File: src/rtl/preg_release_queue.sv
// preg_release_queue: buffers old physical destinations retired by ROB commit
// (up to two per cycle) and returns them, one per cycle and in commit order,
// to the physical-register free list. The drain holds while the free list is
// full or restoring a snapshot, so no freed register is ever dropped.
module preg_release_queue #(
  parameter int DEPTH  = 8,
  parameter int PREG_W = 7
) (
  input  logic                     clk,
  input  logic                     reset,
  input  logic                     commit0_valid,
  input  logic                     commit0_has_rd,
  input  logic [PREG_W-1:0]        commit0_pd_old,
  input  logic                     commit1_valid,
  input  logic                     commit1_has_rd,
  input  logic [PREG_W-1:0]        commit1_pd_old,
  output logic                     commit_ready,
  input  logic                     fl_full,
  input  logic                     mispredict,
  output logic                     fl_write_en,
  output logic [PREG_W-1:0]        fl_data,
  output logic [$clog2(DEPTH):0]   count,
  output logic                     overflow_err
);

  localparam int PTR_W = $clog2(DEPTH);
  localparam int CNT_W = PTR_W + 1;

  logic [PREG_W-1:0] entries [DEPTH];
  logic [PTR_W-1:0]  head;
  logic [PTR_W-1:0]  tail;
  logic [PTR_W-1:0]  slot1_idx;
  logic              q0;
  logic              q1;
  logic              pop;
  logic [1:0]        n_in;

  // Qualify commits (p0 is never freed), decide acceptance and drain, and
  // present the head entry to the free list.
  always_comb begin
    q0           = commit0_valid && commit0_has_rd && (commit0_pd_old != '0);
    q1           = commit1_valid && commit1_has_rd && (commit1_pd_old != '0);
    commit_ready = (count <= CNT_W'(DEPTH - 2));
    n_in         = 2'd0;
    if (commit_ready) begin
      n_in = {1'b0, q0} + {1'b0, q1};
    end
    slot1_idx    = q0 ? (tail + PTR_W'(1)) : tail;
    pop          = (count != '0) && !fl_full && !mispredict;
    fl_write_en  = pop;
    fl_data      = (count != '0) ? entries[head] : '0;
  end

  // Write accepted commits into the circular buffer; slot 1 lands after slot 0
  // when both qualify, otherwise at the tail itself.
  always_ff @(posedge clk) begin
    if (commit_ready) begin
      if (q0) begin
        entries[tail] <= commit0_pd_old;
      end
      if (q1) begin
        entries[slot1_idx] <= commit1_pd_old;
      end
    end
  end

  // Advance pointers and occupancy, and latch the sticky overflow flag when a
  // qualifying commit shows up while the queue cannot take two entries.
  always_ff @(posedge clk or negedge reset) begin
    if (!reset) begin
      head         <= '0;
      tail         <= '0;
      count        <= '0;
      overflow_err <= 1'b0;
    end else begin
      if (pop) begin
        head <= head + PTR_W'(1);
      end
      tail  <= tail + PTR_W'(n_in);
      count <= count + CNT_W'(n_in) - CNT_W'(pop);
      if (!commit_ready && (q0 || q1)) begin
        overflow_err <= 1'b1;
      end
    end
  end

endmodule

File: config.mk
export PLATFORM = sky130hd
export DESIGN_NAME = preg_release_queue
export DESIGN_NICKNAME = d
export VERILOG_FILES = /design/src/rtl/preg_release_queue.sv
export SDC_FILE = /design/constraint.sdc
export NUM_CORES = 1
export LEC_CHECK = 0
export CORE_AREA = 8 8 109 111
export CTS_CLUSTER_DIAMETER = 100
export DETAILED_ROUTE_END_ITERATION = 16
export DIE_AREA = 0 0 117 119
export PLACE_DENSITY_LB_ADDON = 0.3
export SYNTH_ARGS = -nofsm -noshare
export SYNTH_HDL_FRONTEND = slang
export SYNTH_SLANG_ARGS = --single-unit
File: constraint.sdc
create_clock -name clk -period 4.4 [get_ports clk]
set_input_delay 1.32 -clock clk [delete_from_list [all_inputs] [get_ports clk]]
set_output_delay 1.32 -clock clk [all_outputs]
set_load 0.02 [all_outputs]
==> out/metrics.yaml, run 1 <==
path_max_fanout: 2
antenna_found_initial: 0
hp-class: "reg2reg"
p_leak_uw: 0.00183
grt_first_pass_wirelength_mm: 14.5
overflow: 0
cts.path.max_buffers: 2
dp_hpwl_mm: 6.74
grtUsageTotal_pct: 14.3
grt_max_degree: 17
routed_wl_mm: 9.41
synth-warning-count: 0
synth_edf_count: 56
synth.avg_cell_area_um2: 15.5
preCtsSetupSlack_ps: 156
path_cells: "clkdlybuf4s50_1, nor3_1, clkdlybuf4s50_1"
min_period_ps: 3990
clk_latency_ps: 340
post_drt_via_cell_ratio: 5.10
worst_pin_slew_ps: 829
cp.arrival_ps: 2670
htree_levels: 3
die_h_um: 119
drcViolationCount: 0
cts_tree: "done"
drtAntennaViolNets: 0
nFillCells: 913
power_uw: 2590
synth_top_family_by_area: "multiplexers"
p_seq_share_pct: 36.0
synthAdderAreaFrac_pct: 4.83
setup_viol: 0
design_area_um2: 4780
via_count: 2342
diodes: 0
ios: 36
routedWlPerCell_um: 20.5
cts_sinks: 67
start_util_pct: 39.0
utilization_pct: 47.4
ctsResizeCount: 0
synth.distinct_cells: 39
crit_type: "in2out"
fin_nets: 355
cpLargestDelayFamily: "buffers and inverters"
startpoint_type: "input pin"
finalWorstSetupSlack_ps: 413
synth-compound-area-share_pct: 4.23
first_global_vias: 2523
first_pass_iters: 4
drive_above_1_share_pct: 39.9
status: "finished, final reports clean"
synthMuxAreaShare_pct: 30.1
die-area_um2: 13900
core_um2: 10100
drtIter0Drc: 171
syn_area_um2: 3930
p_comb_share_pct: 45.0
vdd_ir_drop_max_v: 0.000296
synth_top_area_share_pct: 42.7
cts_made_buffers: 9
worstSetupEndpointType: "primary output"
synth_top_area_cell: "edfxtp_1"
crit_required_ps: 3080
fin_tns_setup_ps: 0
slew_viol_final: 0
intPower_uw: 1660
gp_congestion: 0.817
post_cts_buffers: 0
max_stage_delay_ps: 670
synth_nets: 290
ys_seq_area_share_pct: 49.7
hold_viol: 0
timing.critical_path.mode_cell: "clkdlybuf4s50_1"
placed_area_um2: 4600
die_w_um: 117
synth.area.top_cells: "edfxtp_1 43%, mux2_4 11%, mux2_2 8.6%, mux4_2 8.0%, dfrtp_1 7.0%"
maxSlewHeadroom_pct: 44.7
cp_num_buf_inv: 2
ctsHoldBuffers: 0
synth-seq-cells: 67
area.growth.synth_to_final_pct: 21.5
fmax_ghz: 0.251
root_buffer: "clkbuf_8"
portBuffers: 35
synth_xor_area_share_pct: 1.11
rows: 37
clkTransAtPathRegs_ps: 80
power.clock.fraction_pct: 19.1
rsz0062_at_grt: "false"
postSynth.asyncResetShare_pct: 16.4
netSwitchingFraction_pct: 36.0
post-route-period-util_pct: 90.6
switchingPower_uw: 933
maxCapViolCount: 0
slowest_stage: "clkdlybuf4s50_1"
finalClockSkew_ps: 10.3
synthSimpleGateAreaFrac_pct: 6.71
syn_inst: 254
ys.flop_type: "edfxtp_1"
p_per_area_nw_per_um2: 541
-- metal layers --
metal  track usage (%)  vias to the layer above  wire [µm]
met3              3.49                       12        630
li1                  -                     1093          -
met2              22.1                       65       4480
met1              18.6                     1172       4100
met5                 0                        -          0
met4              6.00                        0        196
-- final timing paths --
check	start	to	slack, ps	depth (start not counted)
worst min register to register	overflow_err	overflow_err	480	1
worst min-delay path	overflow_err	overflow_err	480	1
worst max-delay path	fl_full	fl_write_en	410	3
worst max register to register	count[2]	entries[1][5]	1710	8
max in group asynchronous	reset	head[2]	2730	1
min in group asynchronous	reset	overflow_err	1320	1
-- synth_stat cells, drive strengths merged, types with 3 or more instances --
cell / number
xnor2: 3
o211ai: 3
mux4: 14
nor2b: 4
buf: 7
mux2: 58
o21bai: 5
ha: 12
inv: 17
mux2i: 11
o21ai: 4
nand2: 14
dfrtp: 11
nor2: 9
edfxtp: 56
or3: 3
-- power by group through the flow --
stage                     Sequential (µW)  Clock, µW  Combinational (µW)
after floorplan                       894          0                 797
after global placement                944          0                1160
after detailed placement              947          0                1180
after CTS                             934        502                1190
after global routing                  947        531                1280
final                                 931        493                1160
-- cells in the final DEF, fill, tap and decap left out, types with 2 or more instances in the layout --
cell type and n:
clkinvlp_4 2, mux2_2 30, o21ai_0 4, mux2_4 28
nand2_2 4, clkbuf_8 9, nand2_1 10, buf_4 28
inv_1 17, xnor2_1 3, or3_1 3, and2b_1 2
nand2b_1 2, mux2i_1 11, mux4_2 14, clkdlybuf4s50_1 35
xor2_1 2, dfrtp_1 11, clkinv_1 2, ha_1 12
nor2_1 9, o211ai_2 2, o21bai_1 5, fa_1 2
edfxtp_1 56, nor2b_4 4
-- worst register-to-register path, stage by stage, from the launching register on --
cell and delay (ps):
dfrtp_1 410, ha_1 200, nand2_1 60, mux2_2 380
inv_1 190, and4b_4 300, nor2b_4 440, o21bai_1 180
buf_4 230
-- flip-flops by register name, indices dropped and copies added, names as in the netlist --
name,cells
overflow_err,1
head,3
tail,3
count,4
entries,56
-- layout make-up --
type	instances	area (µm²)	share of cell area [%]
repair buffers	63	561	11.7
flip-flops and latches	67	1960	40.9
inverters	17	63.8	1.33
well taps	136	170	3.56
clock buffers	9	124	2.59
clock inverters	6	57.6	1.20
multi-input cells	161	1850	38.7
-- metrics by stage --
| step | hold slack (ps) | instances |
|---|---|---|
| global route | 502 | 459 |
| CTS | 488 | 459 |
| floorplan | 505 | 254 |
| finish | 479 | 459 |
| global placement | 463 | 444 |
| detailed placement | 461 | 444 |
-- logic make-up after synthesis --
kind of cell | Yosys count
compound gates | 17
xor+xnor | 5
fa+ha+maj | 14
buf+inv | 26
flops | 67
mux | 83
simple gates | 42
(Power assumes the default switching activity.)
==> run 2, diff against run 1 <==
GPL_ROUTABILITY_DRIVEN = 1   (was unset)
==> results of run 2 <==
The final DEF is identical to that of run 1; final timing and power are the same.
==> run 3, diff against run 2 <==
PLACE_DENSITY_LB_ADDON = unset   (was 0.3)
==> out/metrics.yaml, run 3 (same netlist as run 1, synthesis figures left out) <==
root_buffer: "clkbuf_8"
start_util_pct: 39.0
maxSlewHeadroom_pct: 44.8
placed_area_um2: 4600
grt_use_met1_pct: 18.2
layout_common_cells: "56 x edfxtp_1, 35 x clkdlybuf4s50_1, 30 x mux2_2, 28 x mux2_4, 28 x buf_4"
grt-busiest-layer: "met2"
cts_tree: "done"
fin_nets: 355
antenna_found_initial: 0
slew_viol_final: 0
portBuffers: 35
core_um2: 10100
ctsHoldBuffers: 0
vdd_ir_drop_max_v: 0.000300
timing.rr.end: "entries[1][0]"
cts.path.max_buffers: 2
use_met2_pct: 23.3
layout_commonest_cell: "edfxtp_1"
htree_levels: 3
p_leak_uw: 0.00183
fmax_ghz: 0.251
path_max_fanout: 2
rsz0062_at_grt: "false"
hold_viol: 0
drtIter0Drc: 101
rr_worst_depth: 9
holdPathStages: 1
status: "finished, final reports clean"
largest_registers: "entries: 56 flops, count: 4 flops"
hold_end: "overflow_err"
via_count: 2331
finalClockSkew_ps: 6.13
gp_congestion: 0.781
startpoint_type: "input pin"
cts_made_buffers: 9
min_period_ps: 3990
ios: 36
routed_wl_mm: 9.48
finalWorstSetupSlack_ps: 414
area.growth.synth_to_final_pct: 20.9
hp-class: "reg2reg"
cp.arrival_ps: 2670
die_h_um: 119
p_per_area_nw_per_um2: 533
post_cts_buffers: 0
maxCapViolCount: 0
largest_register_ffs: 56
clk_latency_ps: 350
preCtsSetupSlack_ps: 157
post-route-period-util_pct: 90.6
crit_type: "in2out"
grt_max_degree: 17
worstReg2RegStart: "count[3]"
worstSetupEndpointType: "primary output"
top_register: "entries"
die-area_um2: 13900
ctsResizeCount: 0
clkTransAtPathRegs_ps: 70
fin_tns_setup_ps: 0
post_drt_via_cell_ratio: 5.08
rows: 37
design_area_um2: 4760
diodes: 0
grtUsageTotal_pct: 14.5
die_w_um: 117
setup_viol: 0
cts_sinks: 67
drive_above_1_share_pct: 39.9
crit_required_ps: 3080
first_pass_iters: 4
min_from: "overflow_err"
grtUsageMet3_pct: 4.24
ff2ff_setup_slack_ps: 1690
worst_pin_slew_ps: 828
overflow: 0
grt_first_pass_wirelength_mm: 14.6
drtAntennaViolNets: 0
first_global_vias: 2495
dp_hpwl_mm: 6.76
routedWlPerCell_um: 20.6
drcViolationCount: 0
run 3: cell types whose count changed in the layout (fill, tap and decap cells not counted), sizes merged:
cell      change
bufinv        -1
clkbuf        +1
clkinvlp      -1
inv           +1
run 3: critical path, cell delays in order:
cell	delay (ps)
clkdlybuf4s50_1	390
nor3_1	280
clkdlybuf4s50_1	670
run 3: worst max-delay path by stage:
| stage | startpoint | end |
|---|---|---|
| after floorplan | commit0_pd_old[5] | count[2] |
| after global placement | commit1_pd_old[4] | count[2] |
| after detailed placement | commit1_pd_old[4] | count[2] |
| after CTS | fl_full | fl_write_en |
| after global routing | fl_full | fl_write_en |
| final | fl_full | fl_write_en |
run 3: layout make-up:
class / instances / area (µm²)
Inverter: 17 / 63.8
Tap cell: 136 / 170
Multi-Input combinational cell: 161 / 1850
Fill cell: 926 / 5340
Clock buffer: 10 / 128
Sequential cell: 67 / 1960
Clock inverter: 5 / 30.0
Timing Repair Buffer: 63 / 561
run 3: per-layer routing:
| metal | vias to the layer above | share of wire, % |
|---|---|---|
| li1 | 1090 | - |
| met1 | 1177 | 45 |
| met2 | 50 | 50 |
| met4 | 0 | 2.0 |
| met5 | - | 0 |
| met3 | 14 | 3.7 |
run 3: power breakdown:
part	switching [µW]	total (µW)	internal (µW)
sequential	130	938	808
clock	237	437	199
combinational	561	1160	599
total	928	2530	1610
run 3: through the flow:
step | instances | power [µW] | hold slack [ps] | utilization, %
2_1_floorplan | 254 | 1690 | 505 | -
3_3_place_gp | 444 | 2120 | 463 | 45.6
3_5_place_dp | 444 | 2130 | 461 | 45.6
4_1_cts | 459 | 2570 | 489 | 47.1
5_1_grt | 459 | 2690 | 504 | 47.1
6_report | 459 | 2530 | 482 | 47.1
